### src/rtl/star_bound_mapper_if.sv
// Handshake/bus bundle between the scan FSM, image RAM and the star bound mapper.
// The master side issues go requests, seeds and RAM data; the slave side is the mapper.
interface star_bound_mapper_if #(
    parameter int xSz    = 8,
    parameter int ySz    = 7,
    parameter int addrSz = 15,
    parameter int colSz  = 3
);
    logic              goMapRows;
    logic              goMapColumnsL;
    logic              goMapColumnsR;
    logic [xSz-1:0]    xSeed;
    logic [ySz-1:0]    ySeed;
    logic [colSz-1:0]  pixVal;
    logic [addrSz-1:0] rdAddr;
    logic              rdEn;
    logic [ySz-1:0]    yTop;
    logic [ySz-1:0]    yBottom;
    logic [xSz-1:0]    xLeft;
    logic [xSz-1:0]    xRight;
    logic              topBottomFound;
    logic              leftFound;
    logic              rightFound;
    logic              busy;

    modport master (
        output goMapRows, goMapColumnsL, goMapColumnsR, xSeed, ySeed, pixVal,
        input  rdAddr, rdEn, yTop, yBottom, xLeft, xRight,
               topBottomFound, leftFound, rightFound, busy
    );

    modport slave (
        input  goMapRows, goMapColumnsL, goMapColumnsR, xSeed, ySeed, pixVal,
        output rdAddr, rdEn, yTop, yBottom, xLeft, xRight,
               topBottomFound, leftFound, rightFound, busy
    );
endinterface

### src/rtl/star_bound_mapper.sv
// Probes image RAM outward from a seed pixel and returns the star's bounding box.
// Each probe costs three cycles (ISSUE/WAIT/EVAL); the found pulse is decoded from DONE.
//
// state | meaning
// IDLE  | waiting for a go request
// ISSUE | drive probe address to RAM
// WAIT  | RAM read in flight, address held
// EVAL  | pixVal valid: lit extends the bound, dark ends the scan
// DONE  | one-cycle found pulse for the active mode
module star_bound_mapper #(
    parameter int xSz       = 8,
    parameter int ySz       = 7,
    parameter int addrSz    = 15,
    parameter int colSz     = 3,
    parameter int MAX_X     = 160,
    parameter int MAX_Y     = 120,
    parameter int THRESHOLD = 0
) (
    input  logic               clk,
    input  logic               resetn,
    star_bound_mapper_if.slave bus
);

    typedef enum logic [2:0] {S_IDLE, S_ISSUE, S_WAIT, S_EVAL, S_DONE} state_t;
    typedef enum logic [1:0] {M_ROW, M_LEFT, M_RIGHT} mode_t;

    localparam logic [ySz:0]     Y_LIM = (ySz+1)'(MAX_Y);
    localparam logic [xSz:0]     X_LIM = (xSz+1)'(MAX_X);
    localparam logic [xSz-1:0]   X_ONE = xSz'(1);
    localparam logic [colSz-1:0] THR   = colSz'(THRESHOLD);

    state_t           state_q, state_d;
    mode_t            mode_q, mode_d;
    logic [xSz-1:0]   x_seed_q, x_seed_d;
    logic [xSz-1:0]   cur_x_q, cur_x_d;
    logic [ySz-1:0]   cur_y_q, cur_y_d;
    logic [ySz-1:0]   y_top_q, y_top_d;
    logic [ySz-1:0]   y_bot_q, y_bot_d;
    logic [xSz-1:0]   x_left_q, x_left_d;
    logic [xSz-1:0]   x_right_q, x_right_d;

    logic [ySz:0]     y_sum;
    logic [ySz-1:0]   y_mid;
    logic [ySz:0]     y_seed_inc;
    logic [ySz:0]     cur_y_inc;
    logic [xSz:0]     x_seed_inc;
    logic [xSz:0]     cur_x_inc;
    logic             pix_lit;
    logic             probing;
    logic [addrSz-1:0] probe_addr;

    assign y_sum      = {1'b0, y_top_q} + {1'b0, y_bot_q};
    assign y_mid      = ySz'(y_sum >> 1);
    assign y_seed_inc = {1'b0, bus.ySeed} + (ySz+1)'(1);
    assign cur_y_inc  = {1'b0, cur_y_q} + (ySz+1)'(1);
    assign x_seed_inc = {1'b0, x_seed_q} + (xSz+1)'(1);
    assign cur_x_inc  = {1'b0, cur_x_q} + (xSz+1)'(1);
    assign pix_lit    = bus.pixVal > THR;

    // y*160 as y*128 + y*32 keeps the address path to two adders
    assign probe_addr = addrSz'({cur_y_q, 7'b0}) + addrSz'({cur_y_q, 5'b0}) + addrSz'(cur_x_q);

    always_comb begin
        state_d   = state_q;
        mode_d    = mode_q;
        x_seed_d  = x_seed_q;
        cur_x_d   = cur_x_q;
        cur_y_d   = cur_y_q;
        y_top_d   = y_top_q;
        y_bot_d   = y_bot_q;
        x_left_d  = x_left_q;
        x_right_d = x_right_q;
        case (state_q)
            S_IDLE: begin
                if (bus.goMapRows) begin
                    mode_d   = M_ROW;
                    x_seed_d = bus.xSeed;
                    y_top_d  = bus.ySeed;
                    y_bot_d  = bus.ySeed;
                    cur_x_d  = bus.xSeed;
                    cur_y_d  = y_seed_inc[ySz-1:0];
                    state_d  = (y_seed_inc >= Y_LIM) ? S_DONE : S_ISSUE;
                end else if (bus.goMapColumnsL) begin
                    mode_d   = M_LEFT;
                    x_left_d = x_seed_q;
                    cur_y_d  = y_mid;
                    cur_x_d  = x_seed_q - X_ONE;
                    state_d  = (x_seed_q == '0) ? S_DONE : S_ISSUE;
                end else if (bus.goMapColumnsR) begin
                    mode_d    = M_RIGHT;
                    x_right_d = x_seed_q;
                    cur_y_d   = y_mid;
                    cur_x_d   = x_seed_inc[xSz-1:0];
                    state_d   = (x_seed_inc >= X_LIM) ? S_DONE : S_ISSUE;
                end
            end
            S_ISSUE: state_d = S_WAIT;
            S_WAIT:  state_d = S_EVAL;
            S_EVAL: begin
                if (!pix_lit) begin
                    state_d = S_DONE;
                end else begin
                    case (mode_q)
                        M_ROW: begin
                            y_bot_d = cur_y_q;
                            cur_y_d = cur_y_inc[ySz-1:0];
                            state_d = (cur_y_inc >= Y_LIM) ? S_DONE : S_ISSUE;
                        end
                        M_LEFT: begin
                            x_left_d = cur_x_q;
                            cur_x_d  = cur_x_q - X_ONE;
                            state_d  = (cur_x_q == '0) ? S_DONE : S_ISSUE;
                        end
                        M_RIGHT: begin
                            x_right_d = cur_x_q;
                            cur_x_d   = cur_x_inc[xSz-1:0];
                            state_d   = (cur_x_inc >= X_LIM) ? S_DONE : S_ISSUE;
                        end
                        default: state_d = S_DONE;
                    endcase
                end
            end
            S_DONE:  state_d = S_IDLE;
            default: state_d = S_IDLE;
        endcase
    end

    always_ff @(posedge clk or negedge resetn) begin
        if (!resetn) begin
            state_q   <= S_IDLE;
            mode_q    <= M_ROW;
            x_seed_q  <= '0;
            cur_x_q   <= '0;
            cur_y_q   <= '0;
            y_top_q   <= '0;
            y_bot_q   <= '0;
            x_left_q  <= '0;
            x_right_q <= '0;
        end else begin
            state_q   <= state_d;
            mode_q    <= mode_d;
            x_seed_q  <= x_seed_d;
            cur_x_q   <= cur_x_d;
            cur_y_q   <= cur_y_d;
            y_top_q   <= y_top_d;
            y_bot_q   <= y_bot_d;
            x_left_q  <= x_left_d;
            x_right_q <= x_right_d;
        end
    end

    assign probing            = (state_q == S_ISSUE) || (state_q == S_WAIT) || (state_q == S_EVAL);
    assign bus.rdEn           = probing;
    assign bus.rdAddr         = probing ? probe_addr : '0;
    assign bus.yTop           = y_top_q;
    assign bus.yBottom        = y_bot_q;
    assign bus.xLeft          = x_left_q;
    assign bus.xRight         = x_right_q;
    assign bus.topBottomFound = (state_q == S_DONE) && (mode_q == M_ROW);
    assign bus.leftFound      = (state_q == S_DONE) && (mode_q == M_LEFT);
    assign bus.rightFound     = (state_q == S_DONE) && (mode_q == M_RIGHT);
    assign bus.busy           = (state_q != S_IDLE);

endmodule

### src/flat_wrapper.sv
// flat-port wrapper written by rule: the top's interface ports become plain ports
module star_bound_mapper_flat 
#(
    parameter int xSz       = 8,
    parameter int ySz       = 7,
    parameter int addrSz    = 15,
    parameter int colSz     = 3,
    parameter int MAX_X     = 160,
    parameter int MAX_Y     = 120,
    parameter int THRESHOLD = 0
)
  (clk, resetn, bus_goMapRows, bus_goMapColumnsL, bus_goMapColumnsR, bus_xSeed, bus_ySeed, bus_pixVal, bus_rdAddr, bus_rdEn, bus_yTop, bus_yBottom, bus_xLeft, bus_xRight, bus_topBottomFound, bus_leftFound, bus_rightFound, bus_busy);
  star_bound_mapper_if #(.xSz(xSz), .ySz(ySz), .addrSz(addrSz), .colSz(colSz)) bus_i ();
  input  logic clk;
  input  logic resetn;
  input wire logic [$bits(bus_i.goMapRows)-1:0] bus_goMapRows;
  input wire logic [$bits(bus_i.goMapColumnsL)-1:0] bus_goMapColumnsL;
  input wire logic [$bits(bus_i.goMapColumnsR)-1:0] bus_goMapColumnsR;
  input wire logic [$bits(bus_i.xSeed)-1:0] bus_xSeed;
  input wire logic [$bits(bus_i.ySeed)-1:0] bus_ySeed;
  input wire logic [$bits(bus_i.pixVal)-1:0] bus_pixVal;
  output wire logic [$bits(bus_i.rdAddr)-1:0] bus_rdAddr;
  output wire logic [$bits(bus_i.rdEn)-1:0] bus_rdEn;
  output wire logic [$bits(bus_i.yTop)-1:0] bus_yTop;
  output wire logic [$bits(bus_i.yBottom)-1:0] bus_yBottom;
  output wire logic [$bits(bus_i.xLeft)-1:0] bus_xLeft;
  output wire logic [$bits(bus_i.xRight)-1:0] bus_xRight;
  output wire logic [$bits(bus_i.topBottomFound)-1:0] bus_topBottomFound;
  output wire logic [$bits(bus_i.leftFound)-1:0] bus_leftFound;
  output wire logic [$bits(bus_i.rightFound)-1:0] bus_rightFound;
  output wire logic [$bits(bus_i.busy)-1:0] bus_busy;
  assign bus_i.goMapRows = bus_goMapRows;
  assign bus_i.goMapColumnsL = bus_goMapColumnsL;
  assign bus_i.goMapColumnsR = bus_goMapColumnsR;
  assign bus_i.xSeed = bus_xSeed;
  assign bus_i.ySeed = bus_ySeed;
  assign bus_i.pixVal = bus_pixVal;
  assign bus_rdAddr = bus_i.rdAddr;
  assign bus_rdEn = bus_i.rdEn;
  assign bus_yTop = bus_i.yTop;
  assign bus_yBottom = bus_i.yBottom;
  assign bus_xLeft = bus_i.xLeft;
  assign bus_xRight = bus_i.xRight;
  assign bus_topBottomFound = bus_i.topBottomFound;
  assign bus_leftFound = bus_i.leftFound;
  assign bus_rightFound = bus_i.rightFound;
  assign bus_busy = bus_i.busy;
  star_bound_mapper #(.xSz(xSz), .ySz(ySz), .addrSz(addrSz), .colSz(colSz), .MAX_X(MAX_X), .MAX_Y(MAX_Y), .THRESHOLD(THRESHOLD)) u_core (.clk(clk), .resetn(resetn), .bus(bus_i));
endmodule
### config.mk
export PLATFORM = sky130hd
export DESIGN_NAME = star_bound_mapper_flat
export DESIGN_NICKNAME = d
export VERILOG_FILES = /design/src/rtl/star_bound_mapper_if.sv /design/src/rtl/star_bound_mapper.sv /design/src/flat_wrapper.sv
export SDC_FILE = /design/constraint.sdc
export NUM_CORES = 1
export LEC_CHECK = 0
export CAP_MARGIN = 0
export CORE_MARGIN = 2
export CORE_UTILIZATION = 35
export DETAILED_ROUTE_END_ITERATION = 16
export PLACE_DENSITY = 0.66
export SETUP_SLACK_MARGIN = 0.05
export SLEW_MARGIN = 20
export SYNTH_ARGS = -nofsm -noshare
export SYNTH_HDL_FRONTEND = slang
export SYNTH_SLANG_ARGS = --single-unit
### constraint.sdc
create_clock -name clk -period 3.9 [get_ports clk]
set_input_delay 0.78 -clock clk [delete_from_list [all_inputs] [get_ports clk]]
set_output_delay 0.78 -clock clk [all_outputs]
set_load 0.03 [all_outputs]
==> results by group <==
CTS
  • TritonCTS clock tree: done
  • Clock tree sinks: 58
  • Clk buf depth: 2
  • Clk root buf: clkbuf_16
  • TritonCTS Buffers: 9
  • Post-CTS setup buffers: 0
  • Clk Latency, worst-skew pair: 330 ps
  • CTS H-Tree Depth: 3
  • CTS Hold Bufs: 0
  • Worst-path clk slew: around 50 ps

Critical path
  • CP required: between 3000 and 4000 ps
  • Buf/Inv on CP: 1
  • Worst-path maximum fanout: 6
  • Slowest stage delay, CP: ~500 ps
  • CP Launch Type: register
  • Setup CP Type: register to primary output
  • CP cell instances: fa_1 > fa_1 > a21o_1 > a21oi_2 > o21bai_1 > a21oi_2 > nor2b_1 > o211a_1 > dlygate4sd2_1
  • Crit path max-delay family: adder cells
  • CP max stage cell: fa_1
  • Crit path capture type: primary output
  • CP arrival: around 3000 ps

Route
  • Antenna viol nets, final: 0
  • Routed Wire Length: between 10000 and 15000 um
  • Vias/cell: ~5.4
  • Post-DR wirelength/cell: around 16 um
  • Starting DRT DRC Count: around 260
  • # DRC: 0
  • Via Count: slightly above 4000
  • TritonRoute pass-1 iters: 8

Synth
  • Seq/Total Area, Yosys: 0.3310
  • Avg Inst Size Synth: 8.167 um2
  • Cell with the most instances after synthesis: nand2_1
  • Dominant cells by area after synthesis: dfrtp_1 33%, ha_1 8.6%, nand2_1 7.8%, a21oi_1 4.7%, nor2_1 4.2%
  • Top FF cell, synth: dfrtp_1
  • Post-synth EDFFs: 0
  • Area leader, netlist: dfrtp_1
  • Synth top area share: 0.3310
  • Flops & latches, synth: 58
  • Cell count after synthesis: around 540
  • Synth unique cells: 70
  • Synthesized area: 4385 um2
  • FFs w/ async S/R, synth: 1.000
  • Syn_nets: ~600
  • Post-synth top cells: 91 x nand2_1, 58 x dfrtp_1, 49 x nor2_1
  • Syn. warnings: 0

Global route
  • Vias in the first global route: slightly below 4000
  • Total global routing overflow: 0
  • Largest net degree at the start of global routing: 38
  • First-pass GRT wire length: around 20000 um
  • GRT Util Overall: 0.1928
  • Initial antenna violation count: 0

Timing
  • Final hold violation count: 0
  • RSZ-0062 raised after global routing: yes
  • Final Skew: around 4.4 ps
  • Pins Over Slew Limit: 0
  • Setup_tns: 0 ps
  • Achievable frequency: between 200 and 300 MHz
  • Final setup vio count: 0
  • Max_slew headroom: 0.3547
  • Minimum clock period after layout: approximately 3800 ps
  • Least-Margin Pin Slew: 962.7 ps
  • Final period utilization: 0.9643

Placed design
  • Gpl congestion: between 0.8 and 0.9
  • # port buffers: just over 70
  • Final HPWL DP: slightly above 9000 um

Floorplanning
  • IO Pins: 73
  • Core ar.: around 12000 um2
  • Die height: 115.9 um
  • Total die area: between 10000 and 15000 um2
  • Row cnt: 40
  • Starting density of the core: 0.3621
  • Die W: between 100 and 150 um

Layout
  • ANT cells: 0
  • Share of post-route cells with drive strength above 1: 0.07705
  • Synthesis-to-finish area growth: 25.08%
  • Fin nets: ~650

Worst hold path
  • HP Class: input port to async pin

Flow run
  • Max Cap Viol: 0

Outcome
  • Status: completed
## cells in the final DEF (no fill, tap or decap), types with 4 or more instances in the layout
cell	instances
nand3_1	15
xnor2_1	12
nor3_1	8
o21ai_0	34
nor2b_1	6
o21a_1	4
dfrtp_1	55
o21ai_1	4
ha_1	30
and3_1	7
o22ai_1	4
xor2_1	8
clkbuf_16	9
nand2_1	91
clkdlybuf4s50_1	66
buf_4	9
a21o_1	6
nor2_1	49
nand4_1	9
a21oi_1	39
inv_1	22
mux2i_1	10
and2_1	6
a31oi_1	14
## state kept, by name, indices dropped and copies added, names as in the netlist
signal              flops
u_core.bus.xRight       8
u_core.cur_x_q          8
u_core.x_seed_q         8
u_core.state_q          3
u_core.bus.yBottom      7
u_core.cur_y_q          7
u_core.mode_q           2
u_core.bus.xLeft        8
u_core.bus.yTop         7
## timing repair
action / 4_1_cts / 5_1_grt
setup endpoints to repair: 2 / 3
pin swaps: 1 / 0
gates resized for setup: 3 / 6
## metal layers
layer	GRT usage	share of wire	vias to the layer above
li1	-	-	2008
met1	0.2724	0.47	1934
met2	0.3002	0.45	150
met3	0.03400	0.063	18
met4	0.06270	0.014	0
met5	0	0	-
## final cells by class
cell class | count | area [um2]
fillers | 1230 | 6626
multi-input cells | 423 | 2669
flip-flops and latches | 58 | 1455
repair buffers | 79 | 763.2
clock buffers | 13 | 270.3
well taps | 168 | 210.2
inverters | 22 | 82.58
clock inverters | 2 | 35.03
## per-stage QoR
step | util | setup WS, ps | cell area [um2] | hold slack, ps | instances
floorplan | - | 559.6 | 4385 | 484.4 | 537
global placement | 0.4261 | 158.1 | 5161 | 471.0 | 750
detailed placement | 0.4261 | 81.77 | 5161 | 474.9 | 750
CTS | 0.4514 | 53.18 | 5468 | 426.4 | 765
global route | 0.4529 | 33.44 | 5485 | 447.2 | 765
finish | 0.4529 | 139.3 | 5485 | 417.1 | 765
## worst paths after layout
| path | from | to | slack [ps] | cells past startpoint |
|---|---|---|---|---|
| setup / recovery | u_core.cur_y_q[2] | bus_rdAddr[14] | 140 | 9 |
| hold / removal | resetn | u_core.bus.yTop[4] | 420 | 1 |
| setup reg to reg | u_core.state_q[2] | u_core.bus.yBottom[3] | 1300 | 4 |
| hold reg to reg | u_core.bus.xLeft[5] | u_core.bus.xLeft[5] | 480 | 2 |
| max in group asynchronous | resetn | u_core.cur_y_q[2] | 2590 | 2 |
| min in group clk | u_core.bus.xLeft[5] | u_core.bus.xLeft[5] | 480 | 2 |
## cells by family (layout without fill, tap and decap cells)
logic type	count (synthesis)	after routing	synth area share
AOI/OAI and AO/OA	140	140	0.1986
xor gates and xnor gates	20	20	0.03994
adders and majority gates	33	33	0.09929
buffers and inverters	56	116	0.06391
DFF	58	58	0.3310
muxes	11	11	0.02539
and+or+nand+nor	219	219	0.2419
Power is left out: the tool's default activity adds up to more than one toggle a clock period on the data nets, which glitch-free logic cannot reach.
